$ cat config.mk
export PLATFORM = sky130hd
export DESIGN_NAME = thumb_prefetch_unit
export DESIGN_NICKNAME = d
export VERILOG_FILES = /design/src/rtl/thumb_prefetch_unit.sv
export SDC_FILE = /design/constraint.sdc
export NUM_CORES = 1
export LEC_CHECK = 0
export CAP_MARGIN = 5
export CORE_MARGIN = 3
export CORE_UTILIZATION = 50
export DETAILED_ROUTE_END_ITERATION = 8
export HOLD_SLACK_MARGIN = 0.1
export PLACE_DENSITY = 0.83
export SKIP_LAST_GASP = 1
export SLEW_MARGIN = 20
export SYNTH_ARGS = -nofsm -noshare
export SYNTH_HDL_FRONTEND = slang
export SYNTH_SLANG_ARGS = --single-unit
export TNS_END_PERCENT = 30
$ cat constraint.sdc
create_clock -name clk -period 3.36 [get_ports clk]
set_input_delay 0.672 -clock clk [delete_from_list [all_inputs] [get_ports clk]]
set_output_delay 0.672 -clock clk [all_outputs]
set_load 0.005 [all_outputs]
$ cat src/rtl/thumb_prefetch_unit.sv
// rtl/thumb_prefetch_unit.sv - Thumb-1 word fetch, halfword prefetch queue and redirect control
//
// Purpose:
//   Fetches 32-bit words from the memory bus, splits each into 16-bit Thumb
//   instructions, and holds them in a QDEPTH-halfword queue. Decode consumes
//   the queue head on a valid/ready stream tagged with its byte PC. A redirect
//   flushes the queue and restarts fetching at a new target.
//
// Ports:
//   clk, rst_n       clock, asynchronous active-low reset
//   redirect_valid   one-cycle flush request; redirect_pc is the new target (bit 0 ignored)
//   insn_valid/ready head-of-queue handshake; insn/insn_pc are the head halfword and its address
//   q_count          halfwords currently queued
//   mem_valid/ready  read request handshake; mem_addr is word aligned, mem_rdata valid on ready
module thumb_prefetch_unit #(
  parameter int          QDEPTH   = 4,
  parameter logic [31:0] RESET_PC = 32'h0
) (
  input  logic                        clk,
  input  logic                        rst_n,
  input  logic                        redirect_valid,
  input  logic [31:0]                 redirect_pc,
  output logic                        insn_valid,
  input  logic                        insn_ready,
  output logic [15:0]                 insn,
  output logic [31:0]                 insn_pc,
  output logic [$clog2(QDEPTH+1)-1:0] q_count,
  output logic                        mem_valid,
  output logic [31:0]                 mem_addr,
  input  logic                        mem_ready,
  input  logic [31:0]                 mem_rdata
);

  localparam int          CW       = $clog2(QDEPTH + 1);
  localparam int          PW       = $clog2(QDEPTH);
  localparam logic [31:0] START_PC = RESET_PC & 32'hFFFF_FFFE;

  typedef enum logic [1:0] {
    IDLE  = 2'd0,
    REQ   = 2'd1,
    DRAIN = 2'd2
  } state_t;

  state_t        state;
  state_t        state_next;

  logic [31:0]   fetch_pc;
  logic [31:0]   head_pc;
  logic [31:0]   addr_q;
  logic [31:0]   redir_pc;
  logic [CW-1:0] count;
  logic [PW-1:0] rd_ptr;
  logic [PW-1:0] wr_ptr;
  logic [PW-1:0] wr_ptr_nx;
  logic [15:0]   queue [QDEPTH];

  logic          issue;
  logic [31:0]   issue_addr;
  logic          push;
  logic          pop;
  logic          has_room;
  logic [CW-1:0] push_n;

  // Masking (rather than slicing) keeps every redirect_pc bit referenced.
  assign redir_pc  = redirect_pc & 32'hFFFF_FFFE;

  // A request is only issued with room for a full word, and the count cannot
  // grow while it is outstanding, so the response can always be enqueued.
  assign has_room  = (count <= CW'(QDEPTH - 2));
  assign pop       = insn_valid && insn_ready;
  assign wr_ptr_nx = wr_ptr + PW'(1);

  // A fetch from an odd halfword address only yields the upper halfword.
  assign push_n    = push ? (fetch_pc[1] ? CW'(1) : CW'(2)) : '0;

  assign insn_valid = (count != '0);
  assign insn       = queue[rd_ptr];
  assign insn_pc    = head_pc;
  assign q_count    = count;
  assign mem_addr   = addr_q;

  always_ff @(posedge clk or negedge rst_n) begin
    if (!rst_n) begin
      state <= IDLE;
    end else begin
      state <= state_next;
    end
  end

  always_comb begin
    state_next = state;
    mem_valid  = 1'b0;
    issue      = 1'b0;
    issue_addr = {fetch_pc[31:2], 2'b00};
    push       = 1'b0;
    case (state)
      IDLE: begin
        if (redirect_valid) begin
          state_next = REQ;
          issue      = 1'b1;
          issue_addr = {redir_pc[31:2], 2'b00};
        end else if (has_room) begin
          state_next = REQ;
          issue      = 1'b1;
        end
      end
      REQ: begin
        mem_valid = 1'b1;
        if (mem_ready) begin
          if (redirect_valid) begin
            // Response belongs to the old stream; reissue at the target immediately.
            state_next = REQ;
            issue      = 1'b1;
            issue_addr = {redir_pc[31:2], 2'b00};
          end else begin
            state_next = IDLE;
            push       = 1'b1;
          end
        end else if (redirect_valid) begin
          // The bus request cannot be withdrawn; wait it out and drop its data.
          state_next = DRAIN;
        end
      end
      DRAIN: begin
        mem_valid = 1'b1;
        if (mem_ready) begin
          state_next = REQ;
          issue      = 1'b1;
          // fetch_pc already holds the latest target; a redirect landing on
          // this same edge supersedes it.
          issue_addr = redirect_valid ? {redir_pc[31:2], 2'b00}
                                      : {fetch_pc[31:2], 2'b00};
        end
      end
      default: begin
        state_next = IDLE;
      end
    endcase
  end

  always_ff @(posedge clk or negedge rst_n) begin
    if (!rst_n) begin
      fetch_pc <= START_PC;
      head_pc  <= START_PC;
      addr_q   <= '0;
      count    <= '0;
      rd_ptr   <= '0;
      wr_ptr   <= '0;
      for (int i = 0; i < QDEPTH; i++) begin
        queue[i] <= '0;
      end
    end else begin
      if (issue) begin
        addr_q <= issue_addr;
      end
      if (redirect_valid) begin
        // fetch_pc doubles as the drain target, so a redirect during DRAIN
        // simply overwrites it.
        fetch_pc <= redir_pc;
        head_pc  <= redir_pc;
        count    <= '0;
        rd_ptr   <= '0;
        wr_ptr   <= '0;
      end else begin
        if (push) begin
          if (fetch_pc[1]) begin
            queue[wr_ptr] <= mem_rdata[31:16];
            wr_ptr        <= wr_ptr + PW'(1);
            fetch_pc      <= fetch_pc + 32'd2;
          end else begin
            queue[wr_ptr]    <= mem_rdata[15:0];
            queue[wr_ptr_nx] <= mem_rdata[31:16];
            wr_ptr           <= wr_ptr + PW'(2);
            fetch_pc         <= fetch_pc + 32'd4;
          end
        end
        if (pop) begin
          rd_ptr  <= rd_ptr + PW'(1);
          head_pc <= head_pc + 32'd2;
        end
        count <= count + push_n - CW'(pop);
      end
    end
  end

endmodule

* Word-level counts from Yosys, hierarchy flattened
Cells that the tools add are included.
W data, S select, Z words.
** Cells by class
- $add $sub $neg :: 8
- Multiply operators :: 0
- Div/mod/pow operators :: 0
- $lt $le $gt $ge :: 6
- Equal/unequal tests :: 5
- Shifts and indexed selects :: 0
- Muxes and demuxes :: 44
- Bitwise logic cells :: 4
- Reduce and logical (&&, ||, !) cells :: 10
** Operators with widths (count)
- $mux W32 :: 7
- $bwmux W64 :: 3
- $add A32 B2 Y32 const B :: 2
- $demux W16 S2 :: 2
- $mux W16 :: 4
- $mux W64 :: 1
- $pmux W32 S2 :: 1
- $add A32 B3 Y32 const B :: 1
- $bmux W16 S2 :: 1
- $mux W2 :: 12
- $mux W1 :: 10
- $ge A3 B3 Y1 const B :: 3
- $not A2 Y3 :: 3
- $lt A3 B1 Y1 const B :: 2
- $ne A3 B3 Y1 const B :: 2
- $pmux W2 S3 :: 1
- $add A2 B1 Y2 const B :: 2
- $reduce_bool A2 Y1 :: 2
- $add A3 B2 Y3 :: 1
- $le A3 B2 Y1 const B :: 1
- $logic_and A1 B1 Y1 :: 3
- $mux W3 :: 1
- $pmux W1 S3 :: 1
- $reduce_and A3 Y1 :: 1
- 10 further kinds :: 10
** Storage, ports and cells
- Flip-flop bits (word level) :: 169
- Bits in latches :: 0
- RAM bits :: 0
- Memory bits (read-only) :: 0
- Input bits :: 69
- Output and inout port bits :: 85
- Memories kept :: 0

* Longest topological paths before layout
Gate-level depths: netlist (run 1).
- Depth in word-level cells :: 8
- Gate-level depth with buffers :: 12
- Depth with buffers taken out :: 11

* Worst setup path before layout (run 1)
No wires, ideal clock.
- Kind :: reg2reg
- Start point :: register count[2], in the netlist q_count[2]
- End point :: register count[2], in the netlist q_count[2]
- Library setup time :: 131 ps
- Data arrival time :: 2246 ps
- Slack :: 984 ps
- Cell stages (with the launch flop) :: 10
- Cell sequence :: dfrtp_1 -> o31ai_1 -> inv_2 -> ha_1 -> inv_1 -> ha_1 -> inv_1 -> fa_1 -> xnor2_1 -> nor2_1
** On the way
- Cells in the longest elaborated chain, start to end :: 4
- Elaborated cells between the ends (all ways) :: 5
- Those cells by class :: add/sub (2); mux (1); reduce/logical (2)
** Ends and longest elaborated chain
- from (decl) :: line 51 : logic [CW-1:0] count;
- from (signal assigned) :: line 181 : count <= count + push_n - CW'(pop);
- branches (longest 2 deep; another with $add A3 B2 Y3)
- $sub A3 B1 Y3 (*) :: line 181
- $mux W3 (*) :: line 156 : if (redirect_valid) begin
Mark *: on every way between the ends.
A chain may end at the register's enable or synchronous reset.

* Worst setup path after layout (run 1)
- Start point :: register rd_ptr[0]
- End point :: output insn[5]
** On the way
- Cells in the longest elaborated chain, start to end :: 4
** Ends and longest elaborated chain
- from (decl) :: line 52 : logic [PW-1:0] rd_ptr;
- from (signal assigned) :: line 178 : rd_ptr <= rd_ptr + PW'(1);
- $not A2 Y3 (not written as such) :: line 77 : assign insn = queue[rd_ptr];
- $bmux W16 S2 :: line 77
- $mux W16 (not written as such) (2 in a row) :: line 77
- to (decl) :: line 25 : output logic [15:0] insn,
No other way between the ends. The select of a mux whose other input is x is not followed.

==> metrics.yaml, run 1 <==
die-area_um2: 21000
overflow: 0
skew_ns: 0.0118
clock_path_buffers: 2
min_period_ns: 2.96
synth_flop_cell: "dfrtp_1"
drive_above_1_share: 0.129
ys_warn_count: 0
die_height_um: 145
crit_buf_inv: 2
grt_pass1_wl_um: 43900
wl_per_cell_um: 20.3
clk_latency_ns: 0.43
hpwlAfterDp_um: 18600
coreArea_um2: 18800
synth_area_leader_cell: "dfrtp_1"
path_max_fanout: 13
numPortBuffers: 149
path_cells: "buf_12, mux4_2, clkdlybuf4s50_1"
startpoint: "rd_ptr[0]"
slew_violations: 0
ys_seq_area_frac: 0.428
max-cap-violations: 0
clock-root-buffer: "clkbuf_16"
p_leak_nw: 4.88
drtIter0Drc: 808
setup-violations-final: 0
synth_edf_count: 0
synth-seq-cells: 165
antenna_cells: 0
die_w_um: 145
synthCells: 963
p_per_area_nw_per_um2: 716
synth_cell_types: 64
htreeDepth: 4
final_core_util: 0.638
slowest_stage: "dfrtp_1"
initial_core_util: 0.512
cts_buffers: 17
period_share: 0.882
hold_violations: 0
path_delay_family: "buffers and inverters"
viasPerCell: 6.54
startpoint_type: "flip-flop"
grt_pass1_vias: 8565
antenna_found_initial: 1
grt_max_degree: 129
min_path_type: "in -> async"
drc_errors: 0
end_kind: "output port"
wl_met3_um: 2370
synthArstFlopShare: 1.00
cts_tree: "built"
io_pins: 154
regToRegStartpoint: "q_count[2]"
critPathKind: "reg -> out"
highest_layer: "met5"
status: "finished, final reports clean"
synth_area_per_cell_um2: 10.0
first_pass_iters: 5
ctsHoldBuffers: 0
required_ns: 2.69
cts_setup_buffers: 0
cp.arrival_ns: 2.29
synth_top_area_share: 0.428
cts.sinks: 165
vias: 8915
ant_nets: 0
clkSlewWorstSetupHoldPaths_ns: 0.07
cpPeakStageDelay_ns: 0.61
vdd_drop_max_v: 0.000417
std_cell_rows: 50
maxSlewHeadroom: 0.271
cts_resized: 0
fillers: 1533
fmax_mhz: 338
synthTopCellsByArea: "dfrtp_1, mux2_2, a221oi_1, a22o_1, a211oi_1"
fin_nets: 1173
met2WireLength_um: 13200
place_congestion: 0.930
track_usage: 0.263
worstMarginPinSlew_ns: 1.08
drt-met1-wl_um: 11400
grt_setup_unrepaired: "false"
final.setup.tns_ns: 0
synth_area_um2: 9640
drt_wl_total_um: 27700
area_growth_pct: 24.6
-- placed cells by master (no fill, tap or decap), types with 13 or more instances in the layout --
cell type        count
a221oi_1            45
a311oi_1            13
dfrtp_1            164
a21boi_0            23
clkbuf_16           17
nand4_1             18
o211ai_1            19
mux2_2              43
ha_1                13
nor4_1              17
mux4_2              16
clkdlybuf4s50_1    147
buf_4               34
nand2_1             72
a21oi_1             22
nor3_1              17
nand3_1             45
o21ai_0             14
xnor2_1             16
inv_1               20
a21o_1              33
o21a_1              17
a22o_1              45
nor2_1              56
a211oi_1            50
-- state kept, by name (all words and copies together) (netlist names) --
signal and cells:
state 2, rd_ptr 2, insn_pc 31, wr_ptr 2, mem_addr 30, q_count 3, queue 64, fetch_pc 31
-- worst paths after layout --
| check | to | depth (start not counted) | slack, ns |
|---|---|---|---|
| worst max-delay path | insn[5] | 3 | 0.40 |
| worst min-delay path | queue[36] | 1 | 0.17 |
| worst max register to register | q_count[2] | 9 | 0.63 |
| worst min register to register | queue[6] | 1 | 0.47 |
| max in group asynchronous | fetch_pc[6] | 2 | 2.45 |
| min in group clk | queue[6] | 1 | 0.47 |
-- cells in the mapped netlist, drive strengths merged, types with 18 or more instances --
| library cell | count |
|---|---|
| nor2 | 56 |
| a21oi | 23 |
| a21boi | 23 |
| clkbuf | 68 |
| a211oi | 50 |
| nand2 | 72 |
| nand4 | 19 |
| a221oi | 45 |
| inv | 22 |
| a22o | 45 |
| nor3 | 18 |
| nand3 | 45 |
| mux2 | 43 |
| nor4 | 18 |
| a21o | 33 |
| o211ai | 19 |
| dfrtp | 165 |
-- per-stage QoR --
stage | hold WS (ns) | power (mW) | instances | setup slack (ns) | cell area, um^2
after floorplan | 0.376 | 5.12 | 965 | 0.984 | 9650
after global placement | 0.453 | 6.69 | 1331 | 0.574 | 11500
after detailed placement | 0.465 | 6.78 | 1331 | 0.547 | 11500
after CTS | 0.178 | 8.62 | 1363 | 0.357 | 12000
after global routing | 0.188 | 9.10 | 1363 | 0.325 | 12000
final | 0.173 | 8.60 | 1363 | 0.398 | 12000
-- where the power goes --
| part | internal, mW | total (mW) | leakage (nW) | switching, mW |
|---|---|---|---|---|
| combinational | 2.09 | 3.67 | 2.63 | 1.58 |
| sequential | 2.63 | 3.10 | 2.01 | 0.478 |
| clock | 0.960 | 1.82 | 0.250 | 0.860 |
| total | 5.68 | 8.60 | 4.88 | 2.92 |
-- cells by family after synthesis --
logic type               share of synthesized area
AO/OA/AOI/OAI                                0.252
AND/OR/NAND/NOR                              0.147
flip-flops                                   0.428
buffers and inverters                       0.0418
multiplexers                                0.0918
XOR/XNOR                                    0.0191
adder cells (fa/ha/maj)                     0.0190
other                                     0.000389
-- layout make-up --
class	count	area, um^2	area share
timing repair buffer	186	1790	0.149
inverter	22	82.6	0.00687
tap	260	325	0.0271
sequential	165	4130	0.344
clock inverter	12	98.8	0.00823
multi-input combinational	698	5140	0.428
clock buffer	20	437	0.0363
-- metal layers --
metal  GRT usage  vias to the layer above
met4      0.0874                        2
met3      0.0674                       58
met2       0.415                      462
met5           0                        -
met1       0.356                     4410
li1            -                     3983
No activity file was read; power rests on OpenSTA's default activity.
==> run 2: changes to the inputs <==
--- a/config.mk
+++ b/config.mk
@@ -6,11 +6,14 @@
 export NUM_CORES = 1
 export LEC_CHECK = 0
 export CAP_MARGIN = 5
+export CELL_PAD_IN_SITES_DETAIL_PLACEMENT = 0
+export CELL_PAD_IN_SITES_GLOBAL_PLACEMENT = 1
 export CORE_MARGIN = 3
 export CORE_UTILIZATION = 50
 export DETAILED_ROUTE_END_ITERATION = 8
+export DONT_BUFFER_PORTS = 1
 export HOLD_SLACK_MARGIN = 0.1
-export PLACE_DENSITY = 0.83
+export PLACE_DENSITY = 0.88
 export SKIP_LAST_GASP = 1
 export SLEW_MARGIN = 20
 export SYNTH_ARGS = -nofsm -noshare
==> metrics.yaml, run 2 (synthesized netlist as in run 1, its figures left out) <==
status: "finished with violations"
violations: "hold timing"
ant_nets: 0  # unchanged
io_pins: 154  # unchanged
cts_buffers: 17  # unchanged
regToRegStartpoint: "state[1]"
worstMarginPinSlew_ns: 0.983  # -0.101 ns
startpoint_type: "flip-flop"
slowest_stage: "dfrtp_1"
dpl_cell_area_um2: 9920  # -14%
clk_latency_ns: 0.44  # about the same
hold_violations: 94  # +94
min_path_type: "in -> async"
min_period_ns: 2.55  # -0.413 ns
grt_pass1_vias: 7821  # -8.7%
cpPeakStageDelay_ns: 0.40  # -0.21 ns
largest_register_ffs: 64  # unchanged
critPathKind: "reg -> reg"
finalInstanceArea_um2: 10600  # -12%
drive_above_1_share: 0.143  # +0.0144
setup-violations-final: 0  # unchanged
wl_per_cell_um: 22.5  # +10%
fin_nets: 1013  # -14%
fmax_mhz: 392  # +16%
rrSetupSlack_ns: 0.81  # +0.18 ns
p_leak_nw: 4.32  # -12%
cts_resized: 0  # unchanged
ff_latch_area_um2: 4130  # unchanged
antenna_found_initial: 0  # -1
coreArea_um2: 18800  # unchanged
htreeDepth: 4  # unchanged
layout_common_cells: "dfrtp_1, nand2_1, nor2_1, a211oi_1"
die_height_um: 145  # unchanged
grt_pass1_wl_um: 42300  # -3.7%
drc_errors: 0  # unchanged
fillers: 1673  # +9.1%
period_share: 0.759  # -0.123
grt_setup_unrepaired: "false"
hpwlAfterDp_um: 17800  # -4.3%
path_cells: "inv_1, ha_1, and3b_1, nand2_1, ha_1, inv_1, ha_1, inv_1, fa_1, xnor2_1, nor2_1"
r2r-end: "q_count[2]"
required_ns: 3.69  # +1.00 ns
area_growth_pct: 9.66
clock-root-buffer: "clkbuf_16"
worstRegToRegCells: 11  # +2
vias: 8075  # -9.4%
overflow: 0  # unchanged
fin_cells: 1203  # -12%
skew_ns: 0.0103  # -0.00150 ns
drtIter0Drc: 680  # -16%
viasPerCell: 6.71  # +2.6%
largest_register: "queue"
vdd_drop_max_v: 0.000336  # -19%
holdWs_ns: -0.0745  # -0.247 ns
p_total_mw: 8.02  # -6.7%
final_core_util: 0.561  # -0.0767
std_cell_rows: 50  # unchanged
max-cap-violations: 0  # unchanged
grt_max_degree: 166  # +29%
cp.arrival_ns: 2.88  # +0.59 ns
path_max_fanout: 10  # -3
place_congestion: 0.849  # -8.8%
maxSlewHeadroom: 0.344  # +0.0735
first_pass_iters: 5  # unchanged
cts_tree: "built"
numPortBuffers: 0  # -100%
die_w_um: 145  # unchanged
end_kind: "flip-flop"
track_usage: 0.257  # -0.00560
initial_core_util: 0.512  # unchanged
p_per_area_nw_per_um2: 759  # +6.0%
drt_wl_total_um: 27000  # -2.5%
cts.sinks: 165  # unchanged
antenna_cells: 0  # unchanged
clkSlewWorstSetupHoldPaths_ns: 0.07  # about the same
clock_path_buffers: 2  # unchanged
final.setup.tns_ns: 0  # unchanged
slew_violations: 0  # unchanged
mostFrequentLayoutCell: "dfrtp_1"
dp_cells: 1171  # -12%
cts_setup_buffers: 0  # unchanged
die-area_um2: 21000  # unchanged
multi_input_area_um2: 5160  # +0.27%
[run 2: cell types whose count changed in the layout (fill, tap and decap cells not counted), sizes merged]
| cell | delta |
|---|---|
| clkdlybuf4s50 | -147 |
| buf | -13 |
| bufinv | +4 |
| clkinvlp | -4 |
| inv | +4 |
| clkbuf | -2 |
| clkinv | -2 |
[run 2: power by group]
group / leakage, nW / total, mW / switching (mW) / internal [mW]
sequential: 2.01 / 3.18 / 0.554 / 2.63
combinational: 1.99 / 2.67 / 1.30 / 1.37
clock: 0.320 / 2.17 / 0.876 / 1.29
[run 2: metrics by stage]
step	hold slack [ns]	setup slack [ns]
floorplan	0.376	0.984
global placement	0.380	0.819
detailed placement	0.380	0.818
CTS	-0.0892	0.809
global route	-0.0956	0.611
finish	-0.0745	0.811
[run 2: layout make-up]
type	count	area share
Clock buffer	18	0.0415
Clock inverter	14	0.0201
Timing Repair Buffer	26	0.0208
Inverter	22	0.00781
Tap cell	260	0.0308
Multi-Input combinational cell	698	0.488
Sequential cell	165	0.391
[run 2: metal layers]
layer | track usage | up-vias | share of wire
met2 | 0.372 | 363 | 0.44
met3 | 0.0680 | 47 | 0.10
met5 | 0 | - | 0
li1 | - | 3648 | -
met4 | 0.0869 | 0 | 0.019
met1 | 0.376 | 4017 | 0.44
[run 2: critical path, delay by kind of cell (launching register included)]
| kind | cells | cell delay (ns) |
|---|---|---|
| flip-flops | 1 | 0.40 |
| AND/OR/NAND/NOR | 3 | 0.54 |
| adder cells (fa/ha/maj) | 4 | 1.14 |
| XOR/XNOR | 1 | 0.16 |
| buffers and inverters | 3 | 0.19 |
[run 2: how the worst max path moves through the flow]
stage / startpoint / to / slack [ns]
2_1_floorplan: q_count[2] / q_count[2] / 0.98
3_3_place_gp: state[1] / q_count[2] / 0.82
5_1_grt: state[1] / q_count[2] / 0.61
6_report: state[1] / q_count[2] / 0.81
3_5_place_dp: state[1] / q_count[2] / 0.82
4_1_cts: state[1] / q_count[2] / 0.81
